### src/rtl/aoc_types_pkg.sv
// rtl/aoc_types_pkg.sv - shared types for the dist_calc run controller
// Contents:
//   run_state_t  - run controller state encoding
//   run_status_t - debug tap bundle (pt_cnt, conn_cnt, tmo_err, cnt_err)
//   is_busy()    - true for every state except IDLE and ERROR
package aoc_types_pkg;

  typedef enum logic [2:0] {
    ST_IDLE,
    ST_CLEAR,
    ST_LOAD,
    ST_WAIT_CALC,
    ST_DRAIN,
    ST_SELECT,
    ST_DONE,
    ST_ERROR
  } run_state_t;

  // Debug taps use fixed widths wide enough for any supported run size;
  // narrower counters are zero-extended into them.
  localparam int STATUS_PT_W  = 16;
  localparam int STATUS_CNT_W = 32;

  typedef struct packed {
    logic [STATUS_PT_W-1:0]  pt_cnt;
    logic [STATUS_CNT_W-1:0] conn_cnt;
    logic                    tmo_err;
    logic                    cnt_err;
  } run_status_t;

  function automatic logic is_busy(input run_state_t s);
    return !((s == ST_IDLE) || (s == ST_ERROR));
  endfunction

endpackage

### src/rtl/dist_run_ctrl_wdog_timer.sv
// rtl/dist_run_ctrl_wdog_timer.sv - watchdog counter with kick for dist_run_ctrl
// Ports:
//   clk     - clock
//   rst     - synchronous active-high reset
//   en      - count enable
//   kick    - zero the counter; wins over en
//   expired - counter has reached all-ones (holds there until kicked)
module wdog_timer #(
  parameter int TIMEOUT_W = 24
) (
  input  logic clk,
  input  logic rst,
  input  logic en,
  input  logic kick,
  output logic expired
);

  logic [TIMEOUT_W-1:0] cnt;

  always_ff @(posedge clk) begin
    if (rst || kick) begin
      cnt <= '0;
    end else if (en && !expired) begin
      cnt <= cnt + 1'b1;
    end
  end

  assign expired = &cnt;

endmodule

### src/rtl/dist_run_ctrl.sv
// rtl/dist_run_ctrl.sv - run controller for the dist_calc pairwise-distance datapath
// Optional build macro: DIST_RUN_CTRL_CNT_CHECK_EN enables the connection-count check.
// Ports:
//   clk, rst                 - clock, synchronous active-high reset
//   start / busy             - run request / run in progress
//   src_vld / src_rdy        - upstream point handshake (gated through in LOAD)
//   calc_vld / calc_rdy      - point handshake into dist_calc
//   calc_rst_n               - dist_calc reset (low in CLEAR and after rst)
//   calc_conn_vld, calc_done - dist_calc connection strobe and completion level
//   sel_start / sel_done     - selector start pulse / completion pulse
//   done                     - one-cycle run-complete pulse
//   pt_cnt, conn_cnt         - points accepted / connections counted (saturating)
//   tmo_err, cnt_err         - sticky watchdog / count-mismatch flags
module dist_run_ctrl
  import aoc_types_pkg::*;
#(
  parameter int NUM_POINTS = 1000,
  parameter int DRAIN_CYC  = 4,
  parameter int CLR_CYC    = 2,
  parameter int TIMEOUT_W  = 24,
  parameter int EXP_CONNS  = NUM_POINTS * (NUM_POINTS - 1) / 2,
  localparam int CNT_W     = $clog2(EXP_CONNS + 1),
  localparam int PT_W      = $clog2(NUM_POINTS + 1)
) (
  input  logic             clk,
  input  logic             rst,
  input  logic             start,
  output logic             busy,
  input  logic             src_vld,
  output logic             src_rdy,
  output logic             calc_vld,
  input  logic             calc_rdy,
  output logic             calc_rst_n,
  input  logic             calc_conn_vld,
  input  logic             calc_done,
  output logic             sel_start,
  input  logic             sel_done,
  output logic             done,
  output logic [PT_W-1:0]  pt_cnt,
  output logic [CNT_W-1:0] conn_cnt,
  output logic             tmo_err,
  output logic             cnt_err
);

  localparam int              PH_W       = 16;
  localparam logic [PH_W-1:0] CLR_LAST   = PH_W'(CLR_CYC - 1);
  localparam logic [PH_W-1:0] DRAIN_LAST = PH_W'(DRAIN_CYC - 1);
  localparam logic [PT_W-1:0] PT_LAST    = PT_W'(NUM_POINTS - 1);

  run_state_t      state;
  logic [PH_W-1:0] ph_cnt;
  logic            accept;
  logic            conn_en;
  logic            wd_en;
  logic            wd_kick;
  logic            wd_expired;
  logic            wd_trip;

  // The point gate is combinational so an accept never lags the handshake.
  assign calc_vld = (state == ST_LOAD) && src_vld;
  assign src_rdy  = (state == ST_LOAD) && calc_rdy;
  assign accept   = (state == ST_LOAD) && src_vld && calc_rdy;
  assign busy     = is_busy(state);
  assign conn_en  = state inside {ST_LOAD, ST_WAIT_CALC, ST_DRAIN};

  // Holding the watchdog kicked outside its counting states zeroes it on
  // every entry into a counting state.
  assign wd_en   = state inside {ST_LOAD, ST_WAIT_CALC, ST_SELECT};
  assign wd_kick = !wd_en || accept || calc_conn_vld || sel_done;
  assign wd_trip = wd_en && wd_expired && !wd_kick;

  wdog_timer #(
    .TIMEOUT_W(TIMEOUT_W)
  ) u_wdog (
    .clk    (clk),
    .rst    (rst),
    .en     (wd_en),
    .kick   (wd_kick),
    .expired(wd_expired)
  );

  always_ff @(posedge clk) begin
    if (rst) begin
      state      <= ST_IDLE;
      ph_cnt     <= '0;
      pt_cnt     <= '0;
      conn_cnt   <= '0;
      tmo_err    <= 1'b0;
      calc_rst_n <= 1'b0;
      sel_start  <= 1'b0;
      done       <= 1'b0;
    end else begin
      sel_start  <= 1'b0;
      done       <= 1'b0;
      calc_rst_n <= 1'b1;

      if (conn_en && calc_conn_vld && !(&conn_cnt)) begin
        conn_cnt <= conn_cnt + 1'b1;
      end

      case (state)
        ST_IDLE, ST_ERROR: begin
          if (start) begin
            state      <= ST_CLEAR;
            ph_cnt     <= '0;
            pt_cnt     <= '0;
            conn_cnt   <= '0;
            tmo_err    <= 1'b0;
            calc_rst_n <= 1'b0;
          end
        end
        ST_CLEAR: begin
          if (ph_cnt == CLR_LAST) begin
            state <= ST_LOAD;
          end else begin
            ph_cnt     <= ph_cnt + 1'b1;
            calc_rst_n <= 1'b0;
          end
        end
        ST_LOAD: begin
          if (accept) begin
            pt_cnt <= pt_cnt + 1'b1;
            if (pt_cnt == PT_LAST) begin
              state <= ST_WAIT_CALC;
            end
          end else if (wd_trip) begin
            state   <= ST_ERROR;
            tmo_err <= 1'b1;
          end
        end
        ST_WAIT_CALC: begin
          if (calc_done) begin
            state  <= ST_DRAIN;
            ph_cnt <= '0;
          end else if (wd_trip) begin
            state   <= ST_ERROR;
            tmo_err <= 1'b1;
          end
        end
        ST_DRAIN: begin
          if (ph_cnt == DRAIN_LAST) begin
            state     <= ST_SELECT;
            sel_start <= 1'b1;
          end else begin
            ph_cnt <= ph_cnt + 1'b1;
          end
        end
        ST_SELECT: begin
          if (sel_done) begin
            state <= ST_DONE;
            done  <= 1'b1;
          end else if (wd_trip) begin
            state   <= ST_ERROR;
            tmo_err <= 1'b1;
          end
        end
        ST_DONE: begin
          state <= ST_IDLE;
        end
        default: begin
          state <= ST_IDLE;
        end
      endcase
    end
  end

`ifdef DIST_RUN_CTRL_CNT_CHECK_EN
  // conn_cnt is frozen in SELECT, so comparing on the sel_done cycle
  // lines cnt_err up with the done pulse.
  always_ff @(posedge clk) begin
    if (rst) begin
      cnt_err <= 1'b0;
    end else if (start && !busy) begin
      cnt_err <= 1'b0;
    end else if ((state == ST_SELECT) && sel_done) begin
      cnt_err <= (conn_cnt != CNT_W'(EXP_CONNS));
    end
  end
`else
  assign cnt_err = 1'b0;
`endif

endmodule

### config.mk
export PLATFORM = sky130hd
export DESIGN_NAME = dist_run_ctrl
export DESIGN_NICKNAME = d
export VERILOG_FILES = /design/src/rtl/aoc_types_pkg.sv /design/src/rtl/dist_run_ctrl_wdog_timer.sv /design/src/rtl/dist_run_ctrl.sv
export SDC_FILE = /design/constraint.sdc
export NUM_CORES = 1
export LEC_CHECK = 0
export ABC_AREA = 1
export ABC_CLOCK_PERIOD_IN_PS = 3600
export CORE_ASPECT_RATIO = 0.9
export CORE_MARGIN = 1.5
export CORE_UTILIZATION = 64
export CTS_BUF_LIST = sky130_fd_sc_hd__clkbuf_4
export CTS_CLUSTER_DIAMETER = 40
export CTS_CLUSTER_SIZE = 25
export DETAILED_ROUTE_END_ITERATION = 12
export PLACE_DENSITY = 0.95
export SYNTH_ARGS = -nofsm -noshare
export SYNTH_HDL_FRONTEND = slang
export SYNTH_HIERARCHICAL = 1
export SYNTH_SLANG_ARGS = --single-unit
export TNS_END_PERCENT = 1
### constraint.sdc
create_clock -name clk -period 3.6 [get_ports clk]
set_input_delay 0.72 -clock clk [delete_from_list [all_inputs] [get_ports clk]]
set_output_delay 0.72 -clock clk [all_outputs]
set_load 0.01 [all_outputs]
==> metrics <==
Clk Latency, worst-skew pair 0.43 ns; Detail Route Antenna Nets 0; initial antenna violation count 0; Final setup violation count 0; Die Y 83.48 um; Hold/Removal Path Class reg -> reg; largest net degree at the start of global routing 22; TritonCTS clock tree yes; period utilization 76.66%; Avg Cell Area, Syn 6.182 sq um; Die ar. 7715 sq um; combinational share of power 28.3%; Commonest cells post-synth 194 x nand2_1, 120 x nor2_1, 87 x inv_1; R2R Setup Slk 1.38 ns; worst r2r src conn_cnt[0]$_SDFF_PP0_; share of layout cells above drive strength 1 7.089%; CTS-repair resized insts 0; Switching Fraction 36.66%; clk_skew 0.01842 ns; WP data required 2.88 ns; CP arrival 2.04 ns; Post-CTS Setup Repair Bufs 0; largest cells by area after synthesis dfxtp_1 33%, nand2_1 16%, nor2_1 9.8%, nand3_1 7.8%, inv_1 7.1%; Core Box Area 7003 sq um; Clock Sink Count 76; multi-input logic area 2629 sq um; Peak VDD IR 340.7 uV; cell taking the most area after synthesis dfxtp_1; H-tree lvl count 3; hold path startpoint ph_cnt[14]$_SDFFE_PP0P_; first-pass GRT wire length 19290 um; sequential share of the synthesized area 33.03%; clock slew at the register clock pins of the worst setup and hold paths 0.13 ns; WHS Endpoint ph_cnt[14]$_SDFFE_PP0P_; cell area after synthesis 4606 sq um; number of synthesized flops with an enable pin 0; Critical path origin state[1]$_SDFFE_PP0P_; placed inst area 5065 sq um; RSZ-0062 raised after global routing false; Clock Tree Buf Depth 2; post-route cell area 5231 sq um; cell count after synthesis 745; vias in the first global route 4453; Netlist cell types 38; async set or reset register ratio after synthesis 0%; number of hold violations in the final report 0; cell with the most instances after synthesis nand2_1; Internal Power 1.353 mW; number of buffers created by CTS 9; routed len/inst 12.84 um; setup ws final 0.8403 ns; CP Class reg -> out; PwrDens 408.4 nW/um^2; critical-path maximum fanout 6; Top FF cell, synth dfxtp_1; Slew Limit Fails 0; I/O pin count 45; Reg-to-Reg End conn_cnt[17]$_SDFF_PP0_; share of power burned in registers 43.5%; Routed Wire Length 11340 um; Yosys top cell area share 33.03%; root buffer cell clkbuf_4; # diodes 0; Yosys reg bits 76; HPWL after detailed placement 8289 um; Clock power frac 28.2%; switching power 0.7832 mW; via count 5012; Reg2Reg Depth 9; Mapped Nets 758; Port Buf Inserts 43; hold depth 2; leakage power figure 1.903 nW; drt pass-1 iters 5; Die Width 92.42 um; drt drc 0; synthesis-to-finish area growth 13.58%; crit path time final 2.760 ns; Post-Route Setup TNS 0 ns; Max Freq 362.4 MHz; routability cong. 0.9947; nets@finish 798; dpl ws 0.9623 ns; 1st-iter DRT viols 415; drt via density 5.676; Maximum Capacitance Violations 0; Critical Path Source Type flop; Yosys warning count 6; remaining global-route overflow 0; slew margin rel. 45.17%; Worst Tran Pin Value 0.8216 ns; Starting Density 65.77%; Reg area 1521 sq um; # rows 29; Worst Setup End Kind output port; status complete, no violations; hold buffers post-CTS 0; Total GRT Usage 30.27%; Fillers 523
==> layout make-up <==
type | count | share of cell area, %
clock inverter | 7 | 1.889
sequential | 76 | 29.08
multi-input combinational | 559 | 50.25
inverter | 94 | 6.745
timing repair buffer | 45 | 8.515
clock buffer | 9 | 1.292
tap | 93 | 2.224
==> worst max-delay path: stages (launching register included) <==
cell and delay (ns):
dfxtp_1 0.47, inv_2 0.11, nor2_2 0.23, nand2_1 0.14, nor2_1 0.11, clkdlybuf4s50_1 0.55
==> flip-flops by register name, summed over array words and instances, names as in the netlist <==
register / cells
u_wdog/cnt: 24
done: 1
conn_cnt: 19
ph_cnt: 16
sel_start: 1
tmo_err: 1
calc_rst_n: 1
pt_cnt: 10
state: 3
==> logic make-up after synthesis <==
| logic type | count (synthesis) | synth area share, % |
|---|---|---|
| simple gates | 462 | 44.47 |
| compound gates | 84 | 9.834 |
| xor+xnor | 7 | 1.331 |
| fa+ha+maj | 5 | 1.358 |
| flops | 76 | 33.03 |
| other cells | 1 | 0.08142 |
| buf+inv | 110 | 9.888 |
==> cell usage in the layout, fill, tap and decap left out, types with 4 or more instances in the layout <==
| cell | synthesis | final |
|---|---|---|
| clkbuf_4 | 0 | 9 |
| nor2_2 | 6 | 6 |
| a21oi_1 | 56 | 56 |
| nand4_1 | 23 | 23 |
| xor2_1 | 5 | 5 |
| nor2_1 | 120 | 120 |
| o21ai_0 | 14 | 14 |
| nand2_2 | 11 | 11 |
| dfxtp_1 | 76 | 76 |
| inv_1 | 87 | 87 |
| inv_2 | 6 | 6 |
| nor3_1 | 21 | 21 |
| ha_1 | 5 | 5 |
| clkdlybuf4s50_1 | 0 | 43 |
| nor2_4 | 4 | 4 |
| nand3_1 | 72 | 72 |
| nand2_1 | 194 | 194 |
==> power groups by stage <==
stage	registers, mW	logic, mW	clock network (mW)
floorplan	0.944	0.440	0
global placement	0.944	0.573	0
detailed placement	0.946	0.590	0
CTS	0.928	0.595	0.612
global route	0.936	0.667	0.649
finish	0.929	0.604	0.603
==> worst max path at each step <==
stage / end / slack (ns) / depth (start not counted)
finish: src_rdy / 0.84 / 5
global route: src_rdy / 0.71 / 5
CTS: src_rdy / 0.82 / 5
detailed placement: src_rdy / 0.96 / 4
global placement: src_rdy / 1.0 / 4
floorplan: u_wdog/cnt[0]$_SDFFE_PP0P_ / 1.90 / 8
==> per-layer routing <==
layer / share of wire (%) / global-route usage [%]
met4: 1.5 / 8.392
met5: 0 / 0
met1: 44 / 38.89
met2: 48 / 50.60
met3: 6.5 / 7.104
==> metrics by stage <==
| stage | hold WS (ns) | total power [mW] | util [%] | instances |
|---|---|---|---|---|
| floorplan | 0.4392 | 1.384 | - | 745 |
| global placement | 0.4507 | 1.517 | 72.32 | 867 |
| detailed placement | 0.4586 | 1.536 | 72.32 | 867 |
| CTS | 0.4766 | 2.134 | 74.70 | 883 |
| global route | 0.5190 | 2.252 | 74.70 | 883 |
| finish | 0.4728 | 2.136 | 74.70 | 883 |
(Power assumes the default switching activity.)
